$ cat src/rtl/mipi_rx_packet_decoder.sv
// CSI-2 packet decoder on an aligned 4-lane byte stream: one header per HS burst,
// then the long-packet payload with byte enables; the trailing checksum is dropped.
module mipi_rx_packet_decoder #(
  parameter bit ECC_CHECK = 1'b1
) (
  input  logic        clk,
  input  logic        rst,
  input  logic [31:0] din,
  input  logic        validin,
  output logic        hdr_valid,
  output logic [7:0]  hdr_di,
  output logic [15:0] hdr_wc,
  output logic        hdr_long,
  output logic        ecc_error,
  output logic [31:0] dout,
  output logic [3:0]  dkeep,
  output logic        dvalid,
  output logic        dlast,
  output logic        trunc_error
);

  typedef enum logic [1:0] {IDLE, PAYLOAD, WAIT_IDLE} state_t;

  state_t      r_state, w_state_nxt;
  logic [16:0] r_rem, w_rem_nxt;
  logic [16:0] w_rem_m2;
  logic [2:0]  w_pb;
  logic [3:0]  w_keep;
  logic [5:0]  w_ecc_calc;
  logic        w_ecc_err, w_long;
  logic        w_hdr_valid, w_dvalid, w_trunc;

  function automatic logic [5:0] ecc6(input logic [23:0] d);
    logic [5:0] p;
    p[0] = d[0]^d[1]^d[2]^d[4]^d[5]^d[7]^d[10]^d[11]^d[13]^d[16]^d[20]^d[21]^d[22]^d[23];
    p[1] = d[0]^d[1]^d[3]^d[4]^d[6]^d[8]^d[10]^d[12]^d[14]^d[17]^d[20]^d[21]^d[22]^d[23];
    p[2] = d[0]^d[2]^d[3]^d[5]^d[6]^d[9]^d[11]^d[12]^d[15]^d[18]^d[20]^d[21]^d[22];
    p[3] = d[1]^d[2]^d[3]^d[7]^d[8]^d[9]^d[13]^d[14]^d[15]^d[19]^d[20]^d[21]^d[23];
    p[4] = d[4]^d[5]^d[6]^d[7]^d[8]^d[9]^d[16]^d[17]^d[18]^d[19]^d[20]^d[22]^d[23];
    p[5] = d[10]^d[11]^d[12]^d[13]^d[14]^d[15]^d[16]^d[17]^d[18]^d[19]^d[21]^d[22]^d[23];
    return p;
  endfunction

  assign w_ecc_calc = ecc6(din[23:0]);
  assign w_ecc_err  = (din[31:24] != {2'b00, w_ecc_calc});
  assign w_long     = (din[5:0] >= 6'h10);

  // rem counts payload + 2 checksum bytes; payload bytes left is rem-2 floored at 0
  assign w_rem_m2 = (r_rem > 17'd2) ? (r_rem - 17'd2) : 17'd0;
  assign w_pb     = (w_rem_m2 >= 17'd4) ? 3'd4 : w_rem_m2[2:0];

  always_comb begin
    w_keep = 4'b0000;
    case (w_pb)
      3'd1:    w_keep = 4'b0001;
      3'd2:    w_keep = 4'b0011;
      3'd3:    w_keep = 4'b0111;
      3'd4:    w_keep = 4'b1111;
      default: w_keep = 4'b0000;
    endcase
  end

  always_comb begin
    w_state_nxt = r_state;
    w_rem_nxt   = r_rem;
    w_hdr_valid = 1'b0;
    w_dvalid    = 1'b0;
    w_trunc     = 1'b0;
    case (r_state)
      IDLE: begin
        if (validin) begin
          w_hdr_valid = 1'b1;
          if (ECC_CHECK && w_ecc_err) begin
            w_state_nxt = WAIT_IDLE;
          end else if (w_long) begin
            w_rem_nxt   = {1'b0, din[23:8]} + 17'd2;
            w_state_nxt = PAYLOAD;
          end else begin
            w_state_nxt = WAIT_IDLE;
          end
        end
      end
      PAYLOAD: begin
        if (validin) begin
          w_dvalid = (w_pb != 3'd0);
          if (r_rem <= 17'd4) w_state_nxt = WAIT_IDLE;
          else                w_rem_nxt   = r_rem - 17'd4;
        end else begin
          w_trunc     = 1'b1;
          w_state_nxt = IDLE;
        end
      end
      WAIT_IDLE: begin
        if (!validin) w_state_nxt = IDLE;
      end
      default: w_state_nxt = IDLE;
    endcase
  end

  always_ff @(posedge clk or posedge rst) begin
    if (rst) begin
      r_state     <= IDLE;
      r_rem       <= '0;
      hdr_valid   <= 1'b0;
      hdr_di      <= '0;
      hdr_wc      <= '0;
      hdr_long    <= 1'b0;
      ecc_error   <= 1'b0;
      dout        <= '0;
      dkeep       <= '0;
      dvalid      <= 1'b0;
      dlast       <= 1'b0;
      trunc_error <= 1'b0;
    end else begin
      r_state     <= w_state_nxt;
      r_rem       <= w_rem_nxt;
      hdr_valid   <= w_hdr_valid;
      dvalid      <= w_dvalid;
      trunc_error <= w_trunc;
      if (w_hdr_valid) begin
        hdr_di    <= din[7:0];
        hdr_wc    <= {din[23:16], din[15:8]};
        hdr_long  <= w_long;
        ecc_error <= w_ecc_err;
      end
      if (w_dvalid) begin
        dout  <= din;
        dkeep <= w_keep;
        dlast <= (w_rem_m2 <= 17'd4);
      end
    end
  end

endmodule

$ cat config.mk
export PLATFORM = sky130hd
export DESIGN_NAME = mipi_rx_packet_decoder
export DESIGN_NICKNAME = d
export VERILOG_FILES = /design/src/rtl/mipi_rx_packet_decoder.sv
export SDC_FILE = /design/constraint.sdc
export NUM_CORES = 1
export LEC_CHECK = 0
export CAP_MARGIN = 25
export CORE_UTILIZATION = 51
export CTS_BUF_LIST = sky130_fd_sc_hd__clkbuf_4 sky130_fd_sc_hd__clkbuf_8 sky130_fd_sc_hd__clkbuf_16
export DETAILED_ROUTE_END_ITERATION = 12
export PLACE_DENSITY = 0.81
export SYNTH_ARGS = -nofsm -noshare
export SYNTH_HDL_FRONTEND = slang
export SYNTH_SLANG_ARGS = --single-unit
$ cat constraint.sdc
create_clock -name clk -period 3.5 [get_ports clk]
set_input_delay 1.05 -clock clk [delete_from_list [all_inputs] [get_ports clk]]
set_output_delay 1.05 -clock clk [all_outputs]
set_load 0.03 [all_outputs]
======== Yosys cells after proc, flatten, opt, wreduce, memory -nomap -nowiden ========
Cells that the tools add are included.
storage, ports and cells
  register bits ........................... 85
  latch bits .............................. 0
  bits in writable memories ............... 0
  memory bits (read-only) ................. 0
  input port bits ......................... 35
  output and inout port bits .............. 66
  logic and storage cells ................. 134
  memories ................................ 0
cells by class
  $add $sub $neg .......................... 3
  multiply operators ...................... 0
  divide/modulo/power cells ............... 0
  magnitude comparators ................... 5
  equal/unequal tests ..................... 14
  shift operators ......................... 0
  mux-type cells .......................... 22
  bitwise logic cells ..................... 73
  reduce and logical (&&, ||, !) cells .... 5
operator list
  operator                                                                              number
  17-bit 2-to-1 mux                                                                     6
  1-bit XOR                                                                             73
  17-bit by 3-bit <= comparator with 1-bit output, second input constant                2
  17-bit case mux with 2 select lines                                                   1
  16-bit by 2-bit adder with 17-bit output, second input constant                       1
  17-bit by 3-bit greater-or-equal comparator with 1-bit output, second input constant  1
  17-bit by 2-bit greater-than comparator with 1-bit output, second input constant      1
  17-bit by 2-bit subtractor with 17-bit output, second input constant                  1
  17-bit by 3-bit subtractor with 17-bit output, second input constant                  1
  4-bit case mux with 4 select lines                                                    1
  2-bit 2-to-1 mux                                                                      6
  2-bit inequality test, second input constant                                          6
  8-bit by 6-bit inequality test with 1-bit output                                      1
  3-bit by 2-bit equality test with 1-bit output, second input constant                 2
  6-bit by 5-bit greater-or-equal comparator with 1-bit output, second input constant   1
  1-bit 2-to-1 mux                                                                      6
  2-bit case mux with 3 select lines                                                    1
  6-bit AND reduction                                                                   1
  3-bit by 1-bit equality test with 1-bit output, second input constant                 1
  3-bit equality test, second input constant                                            1
  3-bit 2-to-1 mux                                                                      1
  3-bit inequality test, second input constant                                          1
  3-bit AND reduction                                                                   1
  3-bit nonzero test                                                                    1
  other kinds (4)                                                                       4

======== Depth between registers and ports, before layout ========
  word-level depth ........................ 17
  gate-level depth with buffers ........... 11
  mapped depth without buffers ............ 10

======== Worst setup path after synthesis ========
No wires, ideal clock.
  path type ............................... input to register
  from .................................... input din[23]
  to ...................................... register r_rem[7]
  setup time .............................. 121 ps
  arrival time ............................ 3,133 ps
  required time ........................... 3,379 ps
  setup slack ............................. 246 ps
  stages .................................. 9
  path buffers ............................ 1
  cell sequence ........................... buf_4 -> xnor2_1 -> xnor2_1 -> xnor3_1 -> or3_1 -> a211o_1 -> o21ai_4 -> o21ai_1 -> a22o_1
between the ends
  longest elaborated chain between the ends .. 4
  elaborated cells on any way between the ends .. 8
  those cells by class .................... 2 x eq/ne; 5 x bitwise; 1 x reduce/logical
ends and longest elaborated chain
  item                                                line  RTL
  start, declared                                     8     input logic [31:0] din,
  1-bit XOR (on tied branches)                        n/a
  8-bit by 6-bit inequality test with 1-bit output *  45    assign w_ecc_err = (din[31:24] != {2'b00, w_ecc_calc});
  2-bit inequality test (no source line) *            n/a
  6-bit AND reduction (no source line) *              n/a
  end signal, assigned                                116   r_rem <= w_rem_nxt;
  end, declared                                       25    logic [16:0] r_rem, w_rem_nxt;
Mark *: on every way between the ends. The rest lies on a longest branch, timed or not.
A chain may end at the register's enable or synchronous reset.

======== Final worst setup path ========
  from .................................... input din[10]
  to ...................................... register r_rem[7]
between the ends
  longest elaborated chain between the ends .. 15
  elaborated cells on any way between the ends .. 36
  those cells by class .................... 1 x add/sub; 2 x eq/ne; 4 x mux; 28 x bitwise; 1 x reduce/logical
ends and longest elaborated chain
  item                                              line  RTL
  1-bit XOR (12 in series)                          40    p[5] = d[10]^d[11]^d[12]^d[13]^d[14]^d[15]^d[16]^d[17]^d[18]^d[19]^d[21]^d[22]^d[23];
  8-bit by 6-bit inequality test with 1-bit output  45
  2-bit inequality test (no source line)            n/a
  6-bit AND reduction (no source line)              n/a
Several ways; a longest one is shown, not always the timed one. The select of a mux whose other input is x is not followed.

==> results.sh <==
export IMPL_crit_slowest_cell="clkdlybuf4s50_1"
export IMPL_yosysUniqueCellTypes=43
export IMPL_syn2layout_area_growth_pct=37.1
export IMPL_crit_chain="clkdlybuf4s50_1 -> ha_4 -> xnor2_2 -> xnor2_1 -> xnor3_1 -> or3_4 -> a211o_1 -> o21ai_4 -> buf_6 -> o21ai_1 -> a22o_1"
export IMPL_synth_edf_count=0
export IMPL_seq_power_share_pct=41.9
export IMPL_core_mm2=0.00868
export IMPL_slew_headroom_pct=60.3
export IMPL_multiInputGateArea_mm2=0.00237
export IMPL_cellPowerDensity_mw_per_mm2=449
export IMPL_internal_power_mw=1.86
export IMPL_hold_end="dkeep[0]"
export IMPL_synth_cells=418
export IMPL_clk_latency_ns=0.36
export IMPL_crit_path_max_incr_delay_ns=0.53
export IMPL_wl_mm=11.8
export IMPL_final_nets=585
export IMPL_endpoint_kind="register"
export IMPL_leakagePower_nw=2.79
export IMPL_synthMostInstantiatedCell="dfrtp_1"
export IMPL_dr_pass1_iters=4
export IMPL_globalRouteOverflowTotal=0
export IMPL_status="complete, but fails checks"
export IMPL_cp_max_fo=3
export IMPL_netlist_area_mm2=0.00456
export IMPL_initial_core_util_pct=52.6
export IMPL_final_max_slew_violation_count=0
export IMPL_crit_path_start="din[10]"
export IMPL_syn_num_nets=460
export IMPL_ys_ff_latch=85
export IMPL_cts_tree="done"
export IMPL_syn_avg_cell_area_um2=10.9
export IMPL_grt_pass1_wl_mm=17.8
export IMPL_period_share_pct=100
export IMPL_switching_power_mw=0.954
export IMPL_ys_async_sr_fraction_pct=100
export IMPL_fillers=592
export IMPL_max_cap_violations=0
export IMPL_routedWlPerCell_um=18.0
export IMPL_register_area_mm2=0.00213
export IMPL_min_period_ns=3.50
export IMPL_grt_max_degree=54
export IMPL_post_dp_hpwl_mm=8.39
export IMPL_hold_start="dkeep[0]"
export IMPL_cp_arrival_ns=3.75
export IMPL_vias=3574
export IMPL_reg2reg_slack_ns=0.68
export IMPL_clock_power_share_pct=26.1
export IMPL_finalSetupViolations=1
export IMPL_port_buffers=100
export IMPL_gp_congestion=0.835
export IMPL_r2r_end="dout[12]"
export IMPL_fin_ws_ns=-0.00341
export IMPL_final_cells=656
export IMPL_ys_flop_type="dfrtp_1"
export IMPL_grt_use_total_pct=26.0
export IMPL_rr_worst_depth=8
export IMPL_yosysSeqAreaShare_pct=46.6
export IMPL_drive_gt1_share_pct=25.7
export IMPL_drtIter0Drc=148
export IMPL_ant_nets=0
export IMPL_failed_checks="setup timing"
export IMPL_htreeDepth=3
export IMPL_crit_path_start_kind="primary input"
export IMPL_yosysTopAreaCellShare_pct=46.6
export IMPL_timing_rr_start="r_rem[9]"
export IMPL_hold_buffers=0
export IMPL_rows=34
export IMPL_final_hold_violation_count=0
export IMPL_cp_required_ns=3.75
export IMPL_yosys_top_cells_area="dfrtp_1 47%, mux2_2 14%, xnor2_1 6.1%"
export IMPL_clk_pin_slew_ns=0.10
export IMPL_dp_cells=635
export IMPL_hold_path_cell_count=1
export IMPL_yosys_top_cells_count="85 x dfrtp_1, 56 x mux2_2, 37 x nand2_1"
export IMPL_ys_warn_count=0
export IMPL_cts_made_buffers=9
export IMPL_clock_sinks=85
export IMPL_avgViaCountPerCell=5.45
export IMPL_pin_count=101
export IMPL_die_w_um=96.6
export IMPL_yosys_area_top_type="dfrtp_1"
export IMPL_setup_tns_ns=-0.00341
export IMPL_die_height_um=96.6
export IMPL_antenna_found_initial=0
export IMPL_grt_pass1_vias=3624
export IMPL_peakVddDrop_v=0.000290
export IMPL_clock_path_buffers=2
export IMPL_switching_share_pct=33.9
export IMPL_n_antenna_cell=0
export IMPL_clock_skew_ns=0.0120
export IMPL_p_comb_share_pct=31.9
export IMPL_criticalPathCategory="primary input to register"
export IMPL_drc=0
export IMPL_worst_pin_slew_ns=0.595
export IMPL_die_area_mm2=0.00933
export IMPL_holdCritPathClass="register to register"
export IMPL_fmaxAchievable_ghz=0.285
export IMPL_clockRootBuffer="clkbuf_8"
[stage by stage]
stage / area (um^2) / power [mW] / utilization, % / setup WS, ns / hold slack, ns
3_3_place_gp: 5880 / 2.02 / 67.8 / -0.169 / 0.454
2_1_floorplan: 4560 / 1.72 / - / 0.246 / 0.504
4_1_cts: 6090 / 2.78 / 70.2 / 0.0314 / 0.479
6_report: 6250 / 2.81 / 72.1 / -0.00341 / 0.476
5_1_grt: 6250 / 2.94 / 72.1 / -0.0767 / 0.497
3_5_place_dp: 5880 / 2.05 / 67.8 / -0.312 / 0.456
[power groups by stage]
| stage | sequential [mW] | combinational [mW] | clock (mW) |
|---|---|---|---|
| 3_3_place_gp | 1.19 | 0.833 | 0 |
| 3_5_place_dp | 1.20 | 0.856 | 0 |
| 2_1_floorplan | 1.30 | 0.419 | 0 |
| 6_report | 1.18 | 0.898 | 0.735 |
| 4_1_cts | 1.18 | 0.862 | 0.743 |
| 5_1_grt | 1.19 | 0.967 | 0.782 |
[per-layer routing]
layer / part of all wire [%] / up-vias / GRT usage, %
li1: - / 1698 / -
met1: 41 / 1736 / 31.6
met2: 50 / 113 / 43.3
met3: 6.2 / 27 / 8.37
met4: 2.8 / 0 / 9.80
met5: 0 / - / 0
[registers in the layout, summed over array words and instances (netlist names)]
register and cells:
hdr_wc 16, dlast 1, r_state 2, hdr_valid 1, dkeep 4, trunc_error 1
r_rem 17, hdr_long 1, dvalid 1, ecc_error 1, dout 32, hdr_di 8
[timing repair]
item | in CTS | in global routing
buffers inserted | 0 | 4
endpoints found under the setup margin | 0 | 15
hold endpoints to repair | 0 | 0
gates resized for setup | 0 | 18
[cell families (layout without fill, tap and decap cells)]
kind of cell               after synthesis  after routing  share of synthesized area (%)
DFF                                     85             85                           46.6
adders and majority gates                7              7                           1.92
xor gates and xnor gates                56             56                           13.4
buffers and inverters                   38            168                           3.78
muxes                                   56             56                           13.8
and+or+nand+nor                        105            105                           11.1
AOI/OAI and AO/OA                       71             71                           9.38
[cell usage in the layout, fill, tap and decap left out, types with 11 or more instances in the layout]
| master | instances |
|---|---|
| a21oi_1 | 25 |
| buf_4 | 36 |
| clkdlybuf4s50_1 | 95 |
| dfrtp_1 | 85 |
| mux2_2 | 56 |
| nand2_1 | 37 |
| nand3_1 | 11 |
| nor2_1 | 22 |
| o21ai_0 | 19 |
| xnor2_1 | 25 |
| xor2_1 | 14 |
[final cells by class]
class,count,area share [%]
clock buffer,10,2.20
clock inverter,6,1.10
inverter,11,0.680
multi-input combinational,295,37.9
sequential,85,34.0
tap,108,2.16
timing repair buffer,141,21.9
[worst max-delay path by stage]
stage                     endpoint  slack (ns)  cells after the start
after floorplan           r_rem[7]        0.25                      9
after global placement    r_rem[2]       -0.17                     10
after detailed placement  r_rem[2]       -0.31                     10
after CTS                 r_rem[2]        0.03                     10
after global routing      r_rem[7]       -0.08                     11
final                     r_rem[7]      -0.003                     11
[worst max-delay path, delay by kind of cell]
family | cells | cell delay (ns)
AOI/OAI and AO/OA | 4 | 0.89
buffers and inverters | 2 | 0.66
xor gates and xnor gates | 3 | 0.57
and+or+nand+nor | 1 | 0.35
adders and majority gates | 1 | 0.23
Note: power is estimated with default switching activity, not from simulation.
